File: config.mk
export PLATFORM = sky130hd
export DESIGN_NAME = multicycle_ctrl_fsm
export DESIGN_NICKNAME = d
export VERILOG_FILES = /design/src/rtl/multicycle_pkg.sv /design/src/rtl/mem_wait_timer.sv /design/src/rtl/multicycle_ctrl_fsm.sv
export SDC_FILE = /design/constraint.sdc
export NUM_CORES = 1
export LEC_CHECK = 0
export ABC_CLOCK_PERIOD_IN_PS = 2250
export CORE_ASPECT_RATIO = 0.6
export CORE_MARGIN = 3
export CORE_UTILIZATION = 39
export CTS_CLUSTER_DIAMETER = 200
export DETAILED_ROUTE_END_ITERATION = 7
export PLACE_DENSITY = 0.65
export SYNTH_ARGS = -nofsm -noshare
export SYNTH_HDL_FRONTEND = slang
export SYNTH_SLANG_ARGS = --single-unit
export TNS_END_PERCENT = 20
File: constraint.sdc
create_clock -name clk_i -period 2.25 [get_ports clk_i]
set_input_delay 0.3375 -clock clk_i [delete_from_list [all_inputs] [get_ports clk_i]]
set_output_delay 0.3375 -clock clk_i [all_outputs]
set_load 0.03 [all_outputs]
File: src/rtl/multicycle_pkg.sv
// Shared encodings for the multi-cycle CPU control path:
// opcodes, controller states and datapath select values.
package multicycle_pkg;

  localparam logic [5:0] OP_RTYPE = 6'd0;
  localparam logic [5:0] OP_BLTZ  = 6'd1;
  localparam logic [5:0] OP_J     = 6'd2;
  localparam logic [5:0] OP_BEQ   = 6'd4;
  localparam logic [5:0] OP_BNE   = 6'd5;
  localparam logic [5:0] OP_BLE   = 6'd6;
  localparam logic [5:0] OP_ADDI  = 6'd8;
  localparam logic [5:0] OP_SLTIU = 6'd9;
  localparam logic [5:0] OP_SLTI  = 6'd10;
  localparam logic [5:0] OP_ORI   = 6'd13;
  localparam logic [5:0] OP_LUI   = 6'd15;
  localparam logic [5:0] OP_LW    = 6'd35;
  localparam logic [5:0] OP_SW    = 6'd43;

  typedef enum logic [3:0] {
    S_IDLE,
    S_FETCH,
    S_DECODE,
    S_MEMADR,
    S_MEMRD,
    S_MEMWB,
    S_MEMWR,
    S_EXEC_R,
    S_RWB,
    S_EXEC_I,
    S_IWB,
    S_BRANCH,
    S_JUMP,
    S_TRAP
  } state_t;

  typedef enum logic [2:0] {
    ALU_ADD   = 3'b000,
    ALU_SUB   = 3'b001,
    ALU_RTYPE = 3'b010,
    ALU_SLTI  = 3'b100,
    ALU_LUI   = 3'b101,
    ALU_ORI   = 3'b110,
    ALU_SLTIU = 3'b111
  } alu_op_t;

  localparam logic [1:0] PCS_ALU    = 2'd0;
  localparam logic [1:0] PCS_ALUOUT = 2'd1;
  localparam logic [1:0] PCS_JUMP   = 2'd2;

  localparam logic [1:0] SRCB_RT     = 2'd0;
  localparam logic [1:0] SRCB_FOUR   = 2'd1;
  localparam logic [1:0] SRCB_IMM    = 2'd2;
  localparam logic [1:0] SRCB_IMM_SH = 2'd3;

  localparam logic [1:0] BR_EQ  = 2'd0;
  localparam logic [1:0] BR_NE  = 2'd1;
  localparam logic [1:0] BR_LE  = 2'd2;
  localparam logic [1:0] BR_LTZ = 2'd3;

  localparam logic [1:0] TRAP_NONE    = 2'd0;
  localparam logic [1:0] TRAP_ILLEGAL = 2'd1;
  localparam logic [1:0] TRAP_TIMEOUT = 2'd2;

  function automatic alu_op_t imm_alu_op(
    input logic [5:0] op
  );
    unique case (op)
      OP_SLTIU: imm_alu_op = ALU_SLTIU;
      OP_SLTI:  imm_alu_op = ALU_SLTI;
      OP_ORI:   imm_alu_op = ALU_ORI;
      OP_LUI:   imm_alu_op = ALU_LUI;
      default:  imm_alu_op = ALU_ADD;
    endcase
  endfunction

  function automatic logic [1:0] br_type(
    input logic [5:0] op
  );
    unique case (op)
      OP_BNE:  br_type = BR_NE;
      OP_BLE:  br_type = BR_LE;
      OP_BLTZ: br_type = BR_LTZ;
      default: br_type = BR_EQ;
    endcase
  endfunction

endpackage

File: src/rtl/mem_wait_timer.sv
// Counts cycles spent waiting on memory; flags the last
// permitted wait cycle so the controller can trap.
module mem_wait_timer #(
  parameter int CNT_W = 8,
  parameter int LIMIT = 16
) (
  input  logic clk,
  input  logic rst_n,
  input  logic clr,
  input  logic en,
  output logic timeout
);

  logic [CNT_W-1:0] cnt_q;

  always_ff @(posedge clk or negedge rst_n) begin
    if (!rst_n) begin
      cnt_q <= '0;
    end else if (clr) begin
      cnt_q <= '0;
    end else if (en) begin
      cnt_q <= cnt_q + CNT_W'(1);
    end
  end

  assign timeout = (cnt_q == CNT_W'(LIMIT - 1));

endmodule

File: src/rtl/multicycle_ctrl_fsm.sv
// Main controller of the multi-cycle datapath: sequences
// each instruction and drives every mux, enable and ALU op.
module multicycle_ctrl_fsm
  import multicycle_pkg::*;
#(
  parameter int MEM_TIMEOUT = 16,
  parameter int CNT_W       = 8
) (
  input  logic       clk_i,
  input  logic       rst_i,
  input  logic [5:0] instr_op_i,
  input  logic       mem_ready_i,
  output logic       PCWrite_o,
  output logic       PCWriteCond_o,
  output logic [1:0] BranchType_o,
  output logic [1:0] PCSource_o,
  output logic       IorD_o,
  output logic       MemRead_o,
  output logic       MemWrite_o,
  output logic       IRWrite_o,
  output logic [1:0] MemtoReg_o,
  output logic       RegDst_o,
  output logic       RegWrite_o,
  output logic       ALUSrcA_o,
  output logic [1:0] ALUSrcB_o,
  output logic [2:0] ALU_op_o,
  output logic       retire_o,
  output logic       trap_o,
  output logic [1:0] trap_code_o
);

  state_t     state_q, state_d;
  logic [1:0] code_q, code_d;
  logic       in_wait, timeout, expire;
  logic       is_r, is_mem, is_imm, is_br, is_j;

  assign is_r   = (instr_op_i == OP_RTYPE);
  assign is_mem = instr_op_i inside {OP_LW, OP_SW};
  assign is_imm = instr_op_i inside
    {OP_ADDI, OP_SLTIU, OP_SLTI, OP_ORI, OP_LUI};
  assign is_br  = instr_op_i inside
    {OP_BEQ, OP_BNE, OP_BLE, OP_BLTZ};
  assign is_j   = (instr_op_i == OP_J);

  assign in_wait = state_q inside
    {S_FETCH, S_MEMRD, S_MEMWR};
  // Ready in the same cycle as the timeout still wins.
  assign expire = in_wait & ~mem_ready_i & timeout;

  mem_wait_timer #(
    .CNT_W (CNT_W),
    .LIMIT (MEM_TIMEOUT)
  ) u_timer (
    .clk     (clk_i),
    .rst_n   (rst_i),
    .clr     (state_d != state_q),
    .en      (in_wait & ~mem_ready_i),
    .timeout (timeout)
  );

  always_ff @(posedge clk_i or negedge rst_i) begin
    if (!rst_i) begin
      state_q <= S_IDLE;
      code_q  <= TRAP_NONE;
    end else begin
      state_q <= state_d;
      code_q  <= code_d;
    end
  end

  always_comb begin
    state_d = state_q;
    code_d  = code_q;
    unique case (state_q)
      S_IDLE: state_d = S_FETCH;
      S_FETCH, S_MEMRD, S_MEMWR: begin
        if (mem_ready_i) begin
          unique case (state_q)
            S_FETCH: state_d = S_DECODE;
            S_MEMRD: state_d = S_MEMWB;
            default: state_d = S_FETCH;
          endcase
        end else if (expire) begin
          state_d = S_TRAP;
          code_d  = TRAP_TIMEOUT;
        end
      end
      S_DECODE: begin
        unique case (1'b1)
          is_r:    state_d = S_EXEC_R;
          is_mem:  state_d = S_MEMADR;
          is_imm:  state_d = S_EXEC_I;
          is_br:   state_d = S_BRANCH;
          is_j:    state_d = S_JUMP;
          default: begin
            state_d = S_TRAP;
            code_d  = TRAP_ILLEGAL;
          end
        endcase
      end
      S_MEMADR: state_d = (instr_op_i == OP_LW)
                        ? S_MEMRD : S_MEMWR;
      S_EXEC_R: state_d = S_RWB;
      S_EXEC_I: state_d = S_IWB;
      S_RWB, S_IWB, S_MEMWB,
      S_BRANCH, S_JUMP: state_d = S_FETCH;
      S_TRAP:   state_d = S_TRAP;
      default:  state_d = S_IDLE;
    endcase
  end

  always_comb begin
    PCWrite_o     = 1'b0;
    PCWriteCond_o = 1'b0;
    BranchType_o  = BR_EQ;
    PCSource_o    = PCS_ALU;
    IorD_o        = 1'b0;
    MemRead_o     = 1'b0;
    MemWrite_o    = 1'b0;
    IRWrite_o     = 1'b0;
    MemtoReg_o    = 2'd0;
    RegDst_o      = 1'b0;
    RegWrite_o    = 1'b0;
    ALUSrcA_o     = 1'b0;
    ALUSrcB_o     = SRCB_RT;
    ALU_op_o      = ALU_ADD;
    retire_o      = 1'b0;
    trap_o        = 1'b0;
    unique case (state_q)
      S_FETCH: begin
        MemRead_o = 1'b1;
        ALUSrcB_o = SRCB_FOUR;
        IRWrite_o = mem_ready_i;
        PCWrite_o = mem_ready_i;
      end
      S_DECODE: ALUSrcB_o = SRCB_IMM_SH;
      S_EXEC_R: begin
        ALUSrcA_o = 1'b1;
        ALU_op_o  = ALU_RTYPE;
      end
      S_RWB: begin
        RegDst_o   = 1'b1;
        RegWrite_o = 1'b1;
        retire_o   = 1'b1;
      end
      S_EXEC_I: begin
        ALUSrcA_o = 1'b1;
        ALUSrcB_o = SRCB_IMM;
        ALU_op_o  = imm_alu_op(instr_op_i);
      end
      S_MEMADR: begin
        ALUSrcA_o = 1'b1;
        ALUSrcB_o = SRCB_IMM;
      end
      S_IWB: begin
        RegWrite_o = 1'b1;
        retire_o   = 1'b1;
      end
      S_MEMRD: begin
        IorD_o    = 1'b1;
        MemRead_o = 1'b1;
      end
      S_MEMWB: begin
        MemtoReg_o = 2'd1;
        RegWrite_o = 1'b1;
        retire_o   = 1'b1;
      end
      S_MEMWR: begin
        IorD_o     = 1'b1;
        MemWrite_o = 1'b1;
        retire_o   = mem_ready_i;
      end
      S_BRANCH: begin
        ALUSrcA_o     = 1'b1;
        ALU_op_o      = ALU_SUB;
        PCWriteCond_o = 1'b1;
        PCSource_o    = PCS_ALUOUT;
        BranchType_o  = br_type(instr_op_i);
        retire_o      = 1'b1;
      end
      S_JUMP: begin
        PCWrite_o  = 1'b1;
        PCSource_o = PCS_JUMP;
        retire_o   = 1'b1;
      end
      S_TRAP:  trap_o = 1'b1;
      default: ;
    endcase
  end

  assign trap_code_o = code_q;

endmodule

==> reports/qor.yml <==
cts_buffers: 3
drive_gt1_frac: 0.2763
fin_skew_ns: 0.006817
startpoint: "state_q[2]"
antenna_found_initial: 0
io_buffers: 31
grt_max_degree: 18
critPathMaxFanout: 13
startpoint_type: "flop"
fin_ws_ns: 0.1026
cts_hold_buf: 0
grt_pass1_wl_mm: 7.182
endpoint_kind: "output port"
slew_viol_final: 0
peakVddDrop_v: 0.0006732
cts_tree: "yes"
num-fill-cells: 268
worst_r2r_startpoint: "state_q[0]"
die_w_um: 81.99
htreeDepth: 1
swShare: 0.5044
slew_headroom: 0.5888
hold_viol: 0
post-route-min-period_ns: 2.147
dpl_worst_slack_ns: -0.2705
fmax_ghz: 0.4657
track_usage: 0.2196
synth_warnings: 0
drc: 0
cp_top_family: "buffers and inverters"
first_iter_violations: 97
final_util: 0.6386
maxCapViolations: 0
coreArea_sq_mm: 0.003078
hold_class: "primary input to async pin"
root_buffer: "clkbuf_8"
post-route-period-util: 0.9544
clk_latency_ns: 0.25
initial_core_util: 0.4390
io_pins: 33
dp.final_hpwl_mm: 3.333
worst_path_largest_cell_delay_ns: 0.67
cp_data_arrival_time_ns: 1.81
cts_sinks: 14
power_frac_comb: 0.691
crit_type: "flop to output port"
slowest_stage: "clkdlybuf4s50_1"
drtAntennaViolNets: 0
clockBufferDepth: 2
power.net_switching_w: 0.001096
intPower_w: 0.001076
placement_rows: 15
setup_viol: 0
path_cells: "nand2_1 -> buf_4 -> and3b_1 -> clkdlybuf4s50_1"
synth.distinct_cells: 53
grt-ovfl-total: 0
syn-cell-area_sq_mm: 0.001351
clkTransAtPathRegs_ns: 0.06
worstMarginPinSlew_ns: 0.6148
layout.nets: 239
area_delta_synth_final_pct: 45.46
critPathBufInv: 2
finalPower_w: 0.002172
n_antenna_cell: 0
grt_pass1_vias: 1506
whs_ns: 0.4703
vias_per_cell: 5.615
pwr_density_cell_mw_per_mm2: 1105
routed_wl_mm: 4.372
required_ns: 1.91
die_area_sq_mm: 0.004230
synthFlopType: "dfrtp_1"
ys_ff_latch: 14
dr.pass1.iters: 4
gp_congestion: 0.8712
avgSynthCellArea_sq_um: 7.592
syn-num-nets: 188
ys_async_sr_fraction: 1.000
vias: 1516
pwr-share-clk: 0.115
seq_power_share: 0.194
p_leak_nw: 0.8982
synth_edf_count: 0
ys_seq_area_frac: 0.2593
status: "finished, final reports clean"
syn_inst: 178
die_h_um: 51.60
routedWlPerCell_um: 16.19
[power groups by stage]
stage	clock, W	sequential [W]	combinational, W
6_report	0.000250	0.000421	0.00150
3_3_place_gp	0	0.000405	0.00140
5_1_grt	0.000270	0.000429	0.00161
4_1_cts	0.000254	0.000415	0.00143
2_1_floorplan	0	0.000337	0.000948
3_5_place_dp	0	0.000413	0.00144
[state kept, by name, summed over array words and instances, names as in the netlist]
signal	flops
trap_code_o	2
u_timer.cnt_q	8
state_q	4
[what timing repair did]
action	in CTS	in global routing
gates cloned	0	0
gates resized for setup	8	13
pin swaps	0	2
setup buffers	0	2
endpoints found under the setup margin	11	20
[cell type report]
class	instances	area [sq um]	share of cell area
clock buffer	4	55.05	0.02801
sequential	14	355.3	0.1808
timing repair buffer	61	535.5	0.2724
tap	42	52.55	0.02673
multi-input combinational	144	948.4	0.4825
inverter	5	18.77	0.009548
[per-layer routing]
metal | vias to the layer above | track usage | wire length, um
met5 | - | 0 | 0
met4 | 0 | 0.01657 | 0
met3 | 0 | 0.06574 | 338
met2 | 50 | 0.3324 | 1882
met1 | 726 | 0.3191 | 2152
li1 | 740 | - | -
[synthesized netlist by cell type, types with 2 or more instances]
| cell type | count | share of area |
|---|---|---|
| nor2_1 | 21 | 0.058 |
| nand2_1 | 16 | 0.044 |
| dfrtp_1 | 14 | 0.26 |
| nor4_1 | 10 | 0.046 |
| a21oi_1 | 9 | 0.033 |
| buf_2 | 8 | 0.030 |
| o21ai_0 | 8 | 0.030 |
| nand3_1 | 7 | 0.026 |
| nor3_1 | 7 | 0.026 |
| nand2b_1 | 5 | 0.023 |
| xnor2_1 | 5 | 0.032 |
| inv_1 | 4 | 0.011 |
| xor2_1 | 4 | 0.026 |
| and2_1 | 3 | 0.014 |
| clkbuf_1 | 3 | 0.0083 |
| nor2b_1 | 3 | 0.014 |
| nor3b_1 | 3 | 0.017 |
| nor4b_1 | 3 | 0.019 |
| o21a_1 | 3 | 0.017 |
| a21boi_0 | 2 | 0.011 |
| a22oi_1 | 2 | 0.011 |
| buf_1 | 2 | 0.0056 |
| buf_4 | 2 | 0.011 |
| mux2i_1 | 2 | 0.015 |
| o211ai_1 | 2 | 0.011 |
| o21ai_1 | 2 | 0.0074 |
| or3_1 | 2 | 0.0093 |
[placed cells by master (no fill, tap or decap), types with 3 or more instances in the layout]
| master | count |
|---|---|
| dfrtp_2 | 4 |
| buf_4 | 40 |
| nand2b_1 | 5 |
| clkdlybuf4s50_1 | 8 |
| xor2_1 | 3 |
| o21ai_0 | 8 |
| nand3_1 | 7 |
| inv_1 | 4 |
| o21a_1 | 3 |
| dlygate4sd2_1 | 4 |
| a21oi_1 | 9 |
| dlymetal6s2s_1 | 8 |
| clkbuf_8 | 4 |
| and2_1 | 3 |
| nor2_1 | 20 |
| dfrtp_1 | 10 |
| xnor2_1 | 5 |
| nor3_1 | 7 |
| nand2_1 | 16 |
| nor2b_1 | 3 |
| nor4_1 | 10 |
[per-stage QoR]
step,TNS [ns],instance area (sq um),std cells
floorplan,0,1358,178
global placement,-0.6941,1829,264
detailed placement,-1.969,1829,264
CTS,-0.04586,1888,268
global route,-0.007200,1966,270
finish,0,1966,270
[worst paths after layout]
| check | endpoint | slack (ns) | depth (start not counted) |
|---|---|---|---|
| worst min register to register | trap_code_o[1] | 0.50 | 1 |
| min in group clk_i | trap_code_o[1] | 0.50 | 1 |
| worst max-delay path | ALUSrcA_o | 0.10 | 4 |
| max in group asynchronous | state_q[0] | 1.34 | 1 |
| worst min-delay path | u_timer.cnt_q[7] | 0.47 | 1 |
| worst max register to register | u_timer.cnt_q[3] | 0.20 | 8 |
[kinds of logic (layout without fill, tap and decap cells)]
family          Yosys count  after routing  share of synthesized area
flops                    14             14                     0.2593
compound gates           42             42                     0.2250
simple gates             89             89                     0.3620
fa+ha+maj                 1              1                   0.009258
xor+xnor                  9              9                    0.05833
mux                       2              2                    0.01482
other cells               1              1                   0.002775
buf+inv                  20             70                    0.06851
No activity file was read; power rests on OpenSTA's default activity.
